`config.mk`:
```
export PLATFORM = sky130hd
export DESIGN_NAME = pipe_ctrl_flat
export DESIGN_NICKNAME = d
export VERILOG_FILES = /design/src/rtl/pipe_ctrl_if.sv /design/src/rtl/pipe_ctrl.sv /design/src/flat_wrapper.sv
export SDC_FILE = /design/constraint.sdc
export NUM_CORES = 1
export LEC_CHECK = 0
export BUFFER_PORTS_ARGS = -buffer_cell sky130_fd_sc_hd__clkbuf_2
export CAP_MARGIN = 30
export CORE_ASPECT_RATIO = 1.4
export CORE_UTILIZATION = 50
export DETAILED_ROUTE_END_ITERATION = 12
export GPL_ROUTABILITY_DRIVEN = 0
export GPL_TIMING_DRIVEN = 0
export PLACE_DENSITY = 0.77
export SETUP_SLACK_MARGIN = 0.02
export SYNTH_ARGS = -nofsm -noshare
export SYNTH_HDL_FRONTEND = slang
export SYNTH_SLANG_ARGS = --single-unit
export TNS_END_PERCENT = 30
```
`constraint.sdc`:
```
create_clock -name clk -period 4.56 [get_ports clk]
set_input_delay 0.456 -clock clk [delete_from_list [all_inputs] [get_ports clk]]
set_output_delay 0.456 -clock clk [all_outputs]
set_load 0.02 [all_outputs]
```
`src/rtl/pipe_ctrl_if.sv`:
```
// Control bus between the pipeline stages and the stall/flush sequencer.
// The pipeline side is the master: it raises requests and consumes stall/flush/redirect.
interface pipe_ctrl_if #(
    parameter int CNT_W  = 6,
    parameter int PERF_W = 32
);
    logic              stallreq_id;
    logic              stallreq_ex;
    logic              mc_start;
    logic [CNT_W-1:0]  mc_len;
    logic              excp_req;
    logic              perf_clr;
    logic [5:0]        stall;
    logic              flush;
    logic [31:0]       new_pc;
    logic              mc_busy;
    logic              mc_last;
    logic [PERF_W-1:0] stall_cnt;

    modport master (
        output stallreq_id, stallreq_ex, mc_start, mc_len, excp_req, perf_clr,
        input  stall, flush, new_pc, mc_busy, mc_last, stall_cnt
    );

    modport slave (
        input  stallreq_id, stallreq_ex, mc_start, mc_len, excp_req, perf_clr,
        output stall, flush, new_pc, mc_busy, mc_last, stall_cnt
    );
endinterface

```
`src/rtl/pipe_ctrl.sv`:
```
// Stall/flush sequencer for the 6-stage pipeline: merges stall requests, runs
// multi-cycle EX ops on a down-counter, and issues exception flushes.
module pipe_ctrl #(
    parameter int          CNT_W    = 6,
    parameter logic [31:0] EXCP_VEC = 32'h0000_0020,
    parameter int          PERF_W   = 32
) (
    input  logic         clk,
    input  logic         rst,
    pipe_ctrl_if.slave   bus
);

    typedef enum logic {IDLE, MC_RUN} state_t;

    localparam logic [5:0] STALL_EX = 6'b001111;
    localparam logic [5:0] STALL_ID = 6'b000111;

    state_t            state;
    logic [CNT_W-1:0]  cnt;
    logic [PERF_W-1:0] perf_cnt;

    logic [5:0]        stall_c;
    logic              flush_c;
    logic              last_c;
    logic              mc_go;

    // A multi-cycle op only enters MC_RUN when it needs more than the start cycle.
    assign mc_go = (state == IDLE) && bus.mc_start && (bus.mc_len >= CNT_W'(2));

    always_comb begin
        stall_c = 6'b0;
        flush_c = 1'b0;
        last_c  = 1'b0;
        if (bus.excp_req) begin
            flush_c = 1'b1;
        end else if (state == MC_RUN) begin
            stall_c = STALL_EX;
            last_c  = (cnt == CNT_W'(1));
        end else if (bus.mc_start && (bus.mc_len != '0)) begin
            stall_c = STALL_EX;
            last_c  = (bus.mc_len == CNT_W'(1));
        end else if (bus.stallreq_ex) begin
            stall_c = STALL_EX;
        end else if (bus.stallreq_id) begin
            stall_c = STALL_ID;
        end
    end

    // cnt holds the MC_RUN cycles still to come, including the current one.
    always_ff @(posedge clk or negedge rst) begin
        if (!rst) begin
            state <= IDLE;
            cnt   <= '0;
        end else if (bus.excp_req) begin
            state <= IDLE;
            cnt   <= '0;
        end else begin
            case (state)
                IDLE: begin
                    if (mc_go) begin
                        state <= MC_RUN;
                        cnt   <= bus.mc_len - CNT_W'(1);
                    end
                end
                MC_RUN: begin
                    cnt <= cnt - CNT_W'(1);
                    if (cnt <= CNT_W'(1)) begin
                        state <= IDLE;
                        cnt   <= '0;
                    end
                end
                default: begin
                    state <= IDLE;
                    cnt   <= '0;
                end
            endcase
        end
    end

    always_ff @(posedge clk or negedge rst) begin
        if (!rst) begin
            perf_cnt <= '0;
        end else if (bus.perf_clr) begin
            perf_cnt <= '0;
        end else if ((stall_c != 6'b0) && !(&perf_cnt)) begin
            perf_cnt <= perf_cnt + PERF_W'(1);
        end
    end

    // Outputs are forced quiet for as long as reset is held, independent of the clock.
    assign bus.stall     = rst ? stall_c : 6'b0;
    assign bus.flush     = rst & flush_c;
    assign bus.new_pc    = (rst && flush_c) ? EXCP_VEC : 32'h0;
    assign bus.mc_busy   = rst && (state == MC_RUN);
    assign bus.mc_last   = rst & last_c;
    assign bus.stall_cnt = rst ? perf_cnt : '0;

endmodule

```
`src/flat_wrapper.sv`:
```
// flat-port wrapper written by rule: the top's interface ports become plain ports
module pipe_ctrl_flat 
#(
    parameter int          CNT_W    = 6,
    parameter logic [31:0] EXCP_VEC = 32'h0000_0020,
    parameter int          PERF_W   = 32
)
  (clk, rst, bus_stallreq_id, bus_stallreq_ex, bus_mc_start, bus_mc_len, bus_excp_req, bus_perf_clr, bus_stall, bus_flush, bus_new_pc, bus_mc_busy, bus_mc_last, bus_stall_cnt);
  pipe_ctrl_if #(.CNT_W(CNT_W), .PERF_W(PERF_W)) bus_i ();
  input  logic clk;
  input  logic rst;
  input wire logic [$bits(bus_i.stallreq_id)-1:0] bus_stallreq_id;
  input wire logic [$bits(bus_i.stallreq_ex)-1:0] bus_stallreq_ex;
  input wire logic [$bits(bus_i.mc_start)-1:0] bus_mc_start;
  input wire logic [$bits(bus_i.mc_len)-1:0] bus_mc_len;
  input wire logic [$bits(bus_i.excp_req)-1:0] bus_excp_req;
  input wire logic [$bits(bus_i.perf_clr)-1:0] bus_perf_clr;
  output wire logic [$bits(bus_i.stall)-1:0] bus_stall;
  output wire logic [$bits(bus_i.flush)-1:0] bus_flush;
  output wire logic [$bits(bus_i.new_pc)-1:0] bus_new_pc;
  output wire logic [$bits(bus_i.mc_busy)-1:0] bus_mc_busy;
  output wire logic [$bits(bus_i.mc_last)-1:0] bus_mc_last;
  output wire logic [$bits(bus_i.stall_cnt)-1:0] bus_stall_cnt;
  assign bus_i.stallreq_id = bus_stallreq_id;
  assign bus_i.stallreq_ex = bus_stallreq_ex;
  assign bus_i.mc_start = bus_mc_start;
  assign bus_i.mc_len = bus_mc_len;
  assign bus_i.excp_req = bus_excp_req;
  assign bus_i.perf_clr = bus_perf_clr;
  assign bus_stall = bus_i.stall;
  assign bus_flush = bus_i.flush;
  assign bus_new_pc = bus_i.new_pc;
  assign bus_mc_busy = bus_i.mc_busy;
  assign bus_mc_last = bus_i.mc_last;
  assign bus_stall_cnt = bus_i.stall_cnt;
  pipe_ctrl #(.CNT_W(CNT_W), .EXCP_VEC(EXCP_VEC), .PERF_W(PERF_W)) u_core (.clk(clk), .rst(rst), .bus(bus_i));
endmodule
```
==> After elaboration in Yosys (flattened, before gate mapping) <==
Cells that the tools add are included.
{ "classes": {"muxes": 22, "n_eq_ne": 3, "magnitude_cmp": 2, "n_addsub": 3, "reduce_logical": 11, "bitwise": 3} }
{ "op_table": {"columns": ["op", "count"], "rows": [
  ["2-to-1 mux 32 bit", 3],
  ["2-to-1 mux 6 bit", 9],
  ["adder 32 x 1 -> 32 bit (second input constant)", 1],
  ["AND reduction 32 bit", 1],
  ["== test 6 x 1 -> 1 bit (second input constant)", 2],
  ["case mux 6 bit (2 select lines)", 1],
  ["nonzero test 6 bit", 2],
  ["subtractor 6 x 1 -> 6 bit (second input constant)", 2],
  ["2-to-1 mux 1 bit", 7],
  ["greater-or-equal comparator 6 x 2 -> 1 bit (second input constant)", 1],
  ["<= comparator 6 x 1 -> 1 bit (second input constant)", 1],
  ["logical AND 1 bit", 6],
  ["2-to-1 mux 3 bit", 1],
  ["inequality test 3 x 2 -> 1 bit (second input constant)", 1],
  ["bitwise AND 1 bit", 2],
  ["case mux 1 bit (2 select lines)", 1],
  ["nonzero test 2 bit", 1],
  ["logical NOT 1 bit", 1],
  ["inverter 1 bit", 1]
]} }
{ "totals": {"in_bits": 13, "reg_bits": 39} }

==> Depth between registers and ports, before layout <==
Gate-level depths: netlist of run 1.
{ "depth": {"ltp_word": 9, "depth_mapped": 9, "mapped_depth_nobuf": 7} }

==> Worst setup path before layout of run 1 <==
No wires, ideal clock.
{ "synth_timing": {"path_type": "input -> output", "from": "in bus_mc_len[0]", "to": "out bus_stall[1]", "cell_stages": 6, "required_time_ns": 4.104, "t_arrival_ns": 1.847, "n_path_buf": 1, "setup_slack_ns": 2.257, "cell_sequence": "inv_1 -> ha_1 -> nor4b_1 -> a21oi_2 -> nor2b_1 -> buf_4"} }
{ "synth_via": {"elab_chain_len": 6} }
{ "synth_lines": {"columns": ["element", "line_no", "rtl"], "rows": [
  ["start: declaration", "flat_wrapper.sv:15", "input wire logic [$bits(bus_i.mc_len)-1:0] bus_mc_len;"],
  ["nonzero test 6 bit", "pipe_ctrl.sv:39", "end else if (bus.mc_start && (bus.mc_len != '0)) begin"],
  ["logical AND 1 bit", "pipe_ctrl.sv:39", null],
  ["2-to-1 mux 6 bit", "pipe_ctrl.sv:39", null],
  ["2-to-1 mux 6 bit", "pipe_ctrl.sv:36", "end else if (state == MC_RUN) begin"],
  ["2-to-1 mux 6 bit", "pipe_ctrl.sv:34", "if (bus.excp_req) begin"],
  ["2-to-1 mux 6 bit", "pipe_ctrl.sv:91", "assign bus.stall = rst ? stall_c : 6'b0;"],
  ["end: declaration", "flat_wrapper.sv:18", "output wire logic [$bits(bus_i.stall)-1:0] bus_stall;"]
]} }
Every way passes these cells.

==> Worst setup path after layout of run 1 <==
{ "layout_timing": {"from": "in bus_mc_len[0]", "to": "reg u_core.perf_cnt[28]"} }
{ "layout_via": {"elab_chain_len": 8} }
{ "layout_lines": {"columns": ["element", "line_no", "rtl"], "rows": [
  ["nonzero test 6 bit", "pipe_ctrl.sv:39", null],
  ["logical AND 1 bit", "pipe_ctrl.sv:39", null],
  ["2-to-1 mux 6 bit", "pipe_ctrl.sv:39", null],
  ["2-to-1 mux 6 bit", "pipe_ctrl.sv:36", null],
  ["2-to-1 mux 6 bit", "pipe_ctrl.sv:34", null],
  ["nonzero test 6 bit", "pipe_ctrl.sv:85", "end else if ((stall_c != 6'b0) && !(&perf_cnt)) begin"],
  ["logical AND 1 bit", "pipe_ctrl.sv:85", null],
  ["nonzero test 2 bit (no source line)", null, null],
  ["end signal: assignment", "pipe_ctrl.sv:86", "perf_cnt <= perf_cnt + PERF_W'(1);"],
  ["end: declaration", "pipe_ctrl.sv:20", "logic [PERF_W-1:0] perf_cnt;"]
]} }
Every way passes these cells.
A chain may end at the register's enable or synchronous reset.

==> results of run 1 <==
-- cell families (layout without fill, tap and decap cells) --
kind of cell / after synthesis / in the layout / synth area share
AND/OR/NAND/NOR: 171 / 171 / 0.3399
AO/OA/AOI/OAI: 78 / 78 / 0.1551
buffers and inverters: 62 / 122 / 0.1272
flip-flops: 39 / 39 / 0.3210
adder cells (fa/ha/maj): 6 / 6 / 0.02469
multiplexers: 5 / 5 / 0.01934
XOR/XNOR: 4 / 4 / 0.01152
other: 1 / 33 / 0.001233
-- worst min-delay path by stage --
stage                                to  slack [ns]  depth (start not counted)
CTS                 u_core.perf_cnt[16]        0.15                          1
detailed placement  u_core.perf_cnt[16]        0.47                          1
global placement          u_core.cnt[1]        0.52                          1
global route        u_core.perf_cnt[16]        0.18                          1
floorplan                 u_core.cnt[0]        0.16                          0
finish              u_core.perf_cnt[16]        0.15                          1
-- layout by cell type, fill, tap and decap left out, types with 15 or more instances in the layout --
cell,n
nand4_1,16
conb_1,33
o21ai_0,18
and2_1,36
a21oi_1,29
dfrtp_1,39
buf_4,38
clkbuf_2,51
nor2_1,23
nand2_1,15
or3_1,18
-- final cells by class --
cell class                      instances  area share
Inverter                                7    0.007202
Sequential cell                        39      0.2675
Buffer                                 55     0.09877
Timing Repair Buffer                   52     0.07750
Clock inverter                          2    0.009602
Tap cell                               70     0.02401
Clock buffer                            6     0.02263
Multi-Input combinational cell        297      0.4928
-- state kept, by name, summed over array words and instances (netlist names) --
register / count
u_core.state: 1
u_core.cnt: 6
u_core.perf_cnt: 32
-- critical path, cell delays in order --
cell and delay, ns:
clkbuf_2 0.13, inv_1 0.08, ha_1 0.28, nor4b_1 0.19
a211oi_1 0.60, nand3_1 0.34, buf_2 0.28, or3_1 0.35
a21oi_1 0.15
-- through the flow --
| stage | power [mW] | hold slack [ns] | setup slack (ns) | utilization | std cells |
|---|---|---|---|---|---|
| 2_1_floorplan | 0.4976 | 0.1604 | 2.257 | - | 398 |
| 3_3_place_gp | 0.5356 | 0.5223 | 1.730 | 0.5975 | 519 |
| 3_5_place_dp | 0.5438 | 0.4746 | 1.655 | 0.6022 | 520 |
| 4_1_cts | 0.8457 | 0.1513 | 1.945 | 0.6223 | 528 |
| 5_1_grt | 0.8798 | 0.1769 | 1.818 | 0.6223 | 528 |
| 6_report | 0.8431 | 0.1457 | 1.910 | 0.6223 | 528 |
-- power by group through the flow --
stage | Sequential [mW] | Clock [mW] | Combinational [mW]
6_report | 0.366 | 0.303 | 0.174
5_1_grt | 0.366 | 0.321 | 0.192
4_1_cts | 0.365 | 0.308 | 0.173
3_5_place_dp | 0.372 | 0 | 0.172
3_3_place_gp | 0.371 | 0 | 0.164
2_1_floorplan | 0.370 | 0 | 0.128
-- per-layer routing --
metal	GRT usage	share of wire	up-vias
li1	-	-	1435
met1	0.2571	0.38	1388
met2	0.4645	0.54	134
met3	0.04005	0.059	17
met4	0.1111	0.023	0
met5	0	0	-
==> metrics.yaml, run 1 <==
outcome: "completed"
core_area_um2: 5863
cts_made_buffers: 5
start_util: 0.5186
grt_pass1_vias: 2745
synth.largest_area_cell: "dfrtp_1"
async_reset_ff_frac: 1.000
synth_cell_types: 49
postCtsResizedCells: 0
worstPathArrival_ns: 2.86
antenna_cells: 0
viasPerCell: 5.633
finalHoldViolations: 0
hp-class: "input port to asynchronous set/reset pin"
ir_drop_mv: 0.1615
finalCriticalPeriod_ns: 2.650
clock_skew_ns: 0.009190
portBuffers: 51
reg2reg_depth: 7
synth.top_cells.by_count: "dfrtp_1, buf_4, and2_1, a21oi_1, nor2_1"
p_per_area_nw_per_um2: 231.1
worstReg2RegEnd: "u_core.perf_cnt[28]"
drc_errors: 0
setup_tns_ns: 0
globalRouteOverflowTotal: 0
avgRoutedWirePerCell_um: 14.47
synth_area_leaders: "dfrtp_1, buf_4, and2_1, a21oi_1, or3_1"
worstSetupPathType: "input port to flip-flop"
start_kind: "input port"
internal-power_mw: 0.5998
drive_gt1_frac: 0.2424
rsz0062_at_grt: "false"
slew_headroom: 0.5222
clock_sinks: 39
die_y_um: 94.27
comb_power_share: 0.207
synth_area_um2: 3040
vias: 2974
regArea_um2: 975.9
end_kind: "flip-flop"
p_leak_nw: 1.711
cts_root_buf: "clkbuf_8"
htreeDepth: 2
yosysMostFrequentCell: "dfrtp_1"
clkTransAtPathRegs_ns: 0.08
worst_pin_slew_ns: 0.7124
drt_pass1_iterations: 4
grt_pass1_wl_um: 12100
antenna_found_initial: 0
grtUsageTotal: 0.2476
place_hpwl_um: 5783
drtIter0Drc: 112
ant_nets: 0
slew_viol_final: 0
wl_um: 7641
io_pins: 86
yosys_warnings: 0
critical_path.endpoint: "u_core.perf_cnt[28]"
switching_share: 0.2886
postCtsHoldBufs: 0
period_share: 0.5811
stdcell_area_um2: 3649
grt_max_degree: 28
synthFlopType: "dfrtp_1"
worst-r2r-setup-slack_ns: 2.12
yosysTopAreaCellShare: 0.3210
avgSynthCellArea_um2: 8.307
critPathRequiredTime_ns: 4.77
p_sw_mw: 0.2433
seqPwrFrac: 0.434
cts_setup_buffers: 0
die_area_um2: 6401
dieWidth_um: 67.91
synth-seq-cells: 39
fillers: 541
reg2reg_from: "u_core.state"
setup_viol: 0
clkLatencyLatePin_ns: 0.29
syn_inst: 366
post_dp_cell_area_um2: 3531
setup.worst_path.start: "bus_mc_len[0]"
multiInputGateArea_um2: 1798
yosysSeqAreaShare: 0.3210
fmax_ghz: 0.3774
crit_fanout: 10
clk_path_buf_depth: 2
drv_cap: 0
cts_tree: "built"
clkPwrFrac: 0.360
nets: 476
syn_to_final_growth_pct: 20.00
synth_edf_count: 0
fp-row-count: 33
(Power assumes the default switching activity.)
==> inputs of run 2 (changes only) <==
clock period = 2.8 ns   (was 4.56 ns; I/O delays follow)
==> run 2 against run 1 <==
Clock power is 63% higher. Non-clock buffer count rose by 1. Power rose by 63%. Core utilization up 0.17 points. Combinational power increased by 64%. Largest power group unchanged. Sequential share of layout area shrank 0.073 points. Clock-buffer cell count did not move. Critical path depth did not move. Flip-flop and latch count stayed put. Via count down 0.91%.
==> metrics.yaml, run 2 (same netlist as run 1, synthesis figures left out) <==
crit_chain: "clkbuf_2 > inv_1 > ha_1 > nor4b_1 > a211oi_1 > nand3_1 > buf_2 > or3_1 > a21oi_1"
setup_tns_ns: 0  # unchanged
switching_share: 0.2887  # about the same
die_y_um: 94.27  # unchanged
die_area_um2: 6401  # unchanged
cpPeakStageDelay_ns: 0.60  # about the same
ir_drop_mv: 0.2662  # +65%
core_area_um2: 5863  # unchanged
drive_gt1_frac: 0.2418  # -0.0005280
cts_tree: "built"
mostFrequentLayoutCells: "clkbuf_2, dfrtp_1, buf_4"
antenna_cells: 0  # unchanged
slew_headroom: 0.5233  # +0.001089
drt_pass1_iterations: 5  # +1
worst-r2r-setup-slack_ns: 0.35  # -1.77 ns
clock_sinks: 39  # unchanged
p_sw_mw: 0.3967  # +63%
dieWidth_um: 67.91  # unchanged
seqPwrFrac: 0.433  # about the same
clkPwrFrac: 0.360  # about the same
drc_errors: 0  # unchanged
fmax_ghz: 0.4030
start_kind: "input port"
wl_um: 7571  # -0.92%
final_common_cell: "clkbuf_2"
ant_nets: 0  # unchanged
htreeDepth: 2  # unchanged
period_share: 0.8863
clock_skew_ns: 0.007308  # -0.001882 ns
end_kind: "flip-flop"
critPathSlowestCell: "a211oi_1"
grt_pass1_wl_um: 12130  # +0.29%
outcome: "completed"
start_util: 0.5186  # unchanged
cts_made_buffers: 5  # unchanged
antenna_found_initial: 0  # unchanged
critPathTopFamily: "simple AND/OR/NAND/NOR gates"
slew_viol_final: 0  # unchanged
portBuffers: 51  # unchanged
vias: 2947  # -0.91%
worstSetupPathType: "input port to flip-flop"
crit_fanout: 10  # unchanged
cts_root_buf: "clkbuf_8"
largest_reg_flops: 32  # unchanged
critPathRequiredTime_ns: 3.01  # -1.76 ns
grt_pass1_vias: 2762  # +0.62%
finalNonFillerCells: 529  # +0.19%
hp-class: "input port to flip-flop"
clk_path_buf_depth: 2  # unchanged
syn_to_final_growth_pct: 20.33
globalRouteOverflowTotal: 0  # unchanged
worst_pin_slew_ns: 0.7108  # -0.001625 ns
finalHoldViolations: 0  # unchanged
nets: 477  # +0.21%
dp_cells: 520  # unchanged
drtIter0Drc: 103  # -8.0%
top_regs: "u_core.perf_cnt x32, u_core.cnt x6, u_core.state x1"
regMostFlops: "u_core.perf_cnt"
postCtsResizedCells: 0  # unchanged
clkLatencyLatePin_ns: 0.29  # about the same
p_leak_nw: 1.715  # +0.24%
finalCriticalPeriod_ns: 2.482
grt_max_degree: 28  # unchanged
crit_buf_inv: 3  # unchanged
fp-row-count: 33  # unchanged
drv_cap: 0  # unchanged
clkTransAtPathRegs_ns: 0.08  # about the same
io_pins: 86  # unchanged
worstPathArrival_ns: 2.70  # -0.16 ns
internal-power_mw: 0.9777  # +63%
setup_viol: 0  # unchanged
fillers: 540  # -0.18%
p_per_area_nw_per_um2: 375.7  # +63%
place_hpwl_um: 5783  # unchanged
viasPerCell: 5.571  # -1.1%
avgRoutedWirePerCell_um: 14.31  # -1.1%
grtUsageTotal: 0.2483  # +0.0007465
rsz0062_at_grt: "false"
comb_power_share: 0.207  # about the same
-- run 2: cell types whose count changed in the layout (fill, tap and decap cells not counted), sizes merged --
cell / delta
dlygate4sd3: +1
-- run 2: area by class of cell --
type	instances	area (µm²)	area share
inverter	7	26.28	0.007182
clock inverter	2	35.03	0.009576
sequential	39	975.9	0.2668
multi-input combinational	297	1798	0.4914
timing repair buffer	53	292.8	0.08003
buffer	55	360.3	0.09850
tap	70	87.58	0.02394
clock buffer	6	82.58	0.02257
-- run 2: through the flow --
step	utilization	instance area [µm²]	worst slack [ns]	power [mW]	hold WS (ns)
floorplan	-	3161	0.7460	0.8103	-0.01559
global placement	0.5975	3503	0.1456	0.8722	0.5223
detailed placement	0.6022	3531	0.07065	0.8856	0.2986
CTS	0.6240	3659	0.2644	1.378	0.4720
global route	0.6240	3659	0.1218	1.434	0.5221
finish	0.6240	3659	0.3185	1.374	0.4849
-- run 2: tightest hold or removal path: cells and delay by family --
family / cells / cell delay (ns)
AO/OA/AOI/OAI: 1 / 0.08
buffers and inverters: 1 / 0.11
AND/OR/NAND/NOR: 3 / 0.26
-- run 2: worst paths after layout --
check                               from                   to  depth (start not counted)
setup / recovery           bus_mc_len[0]  u_core.perf_cnt[28]                          9
hold / removal              bus_mc_start         u_core.state                          5
setup reg to reg            u_core.state  u_core.perf_cnt[28]                          7
hold reg to reg            u_core.cnt[1]        u_core.cnt[1]                          1
max in group asynchronous            rst   u_core.perf_cnt[5]                          3
min in group asynchronous            rst  u_core.perf_cnt[16]                          2
-- run 2: power groups by stage --
stage	Sequential (mW)	Clock, mW	Combinational (mW)
after floorplan	0.602	0	0.208
after global placement	0.605	0	0.267
after detailed placement	0.606	0	0.280
after CTS	0.595	0.502	0.282
after global routing	0.597	0.523	0.314
final	0.595	0.495	0.285
-- run 2: what timing repair did --
| action | CTS | global route |
|---|---|---|
| buffers inserted | 0 | 0 |
| hold endpoints to repair | 18 | 0 |
| hold buffers | 1 | 0 |
-- run 2: metal layers --
layer | track usage | wire, µm
met3 | 0.04005 | 392
met2 | 0.4678 | 4146
met1 | 0.2571 | 2867
met5 | 0 | 0
met4 | 0.1094 | 165
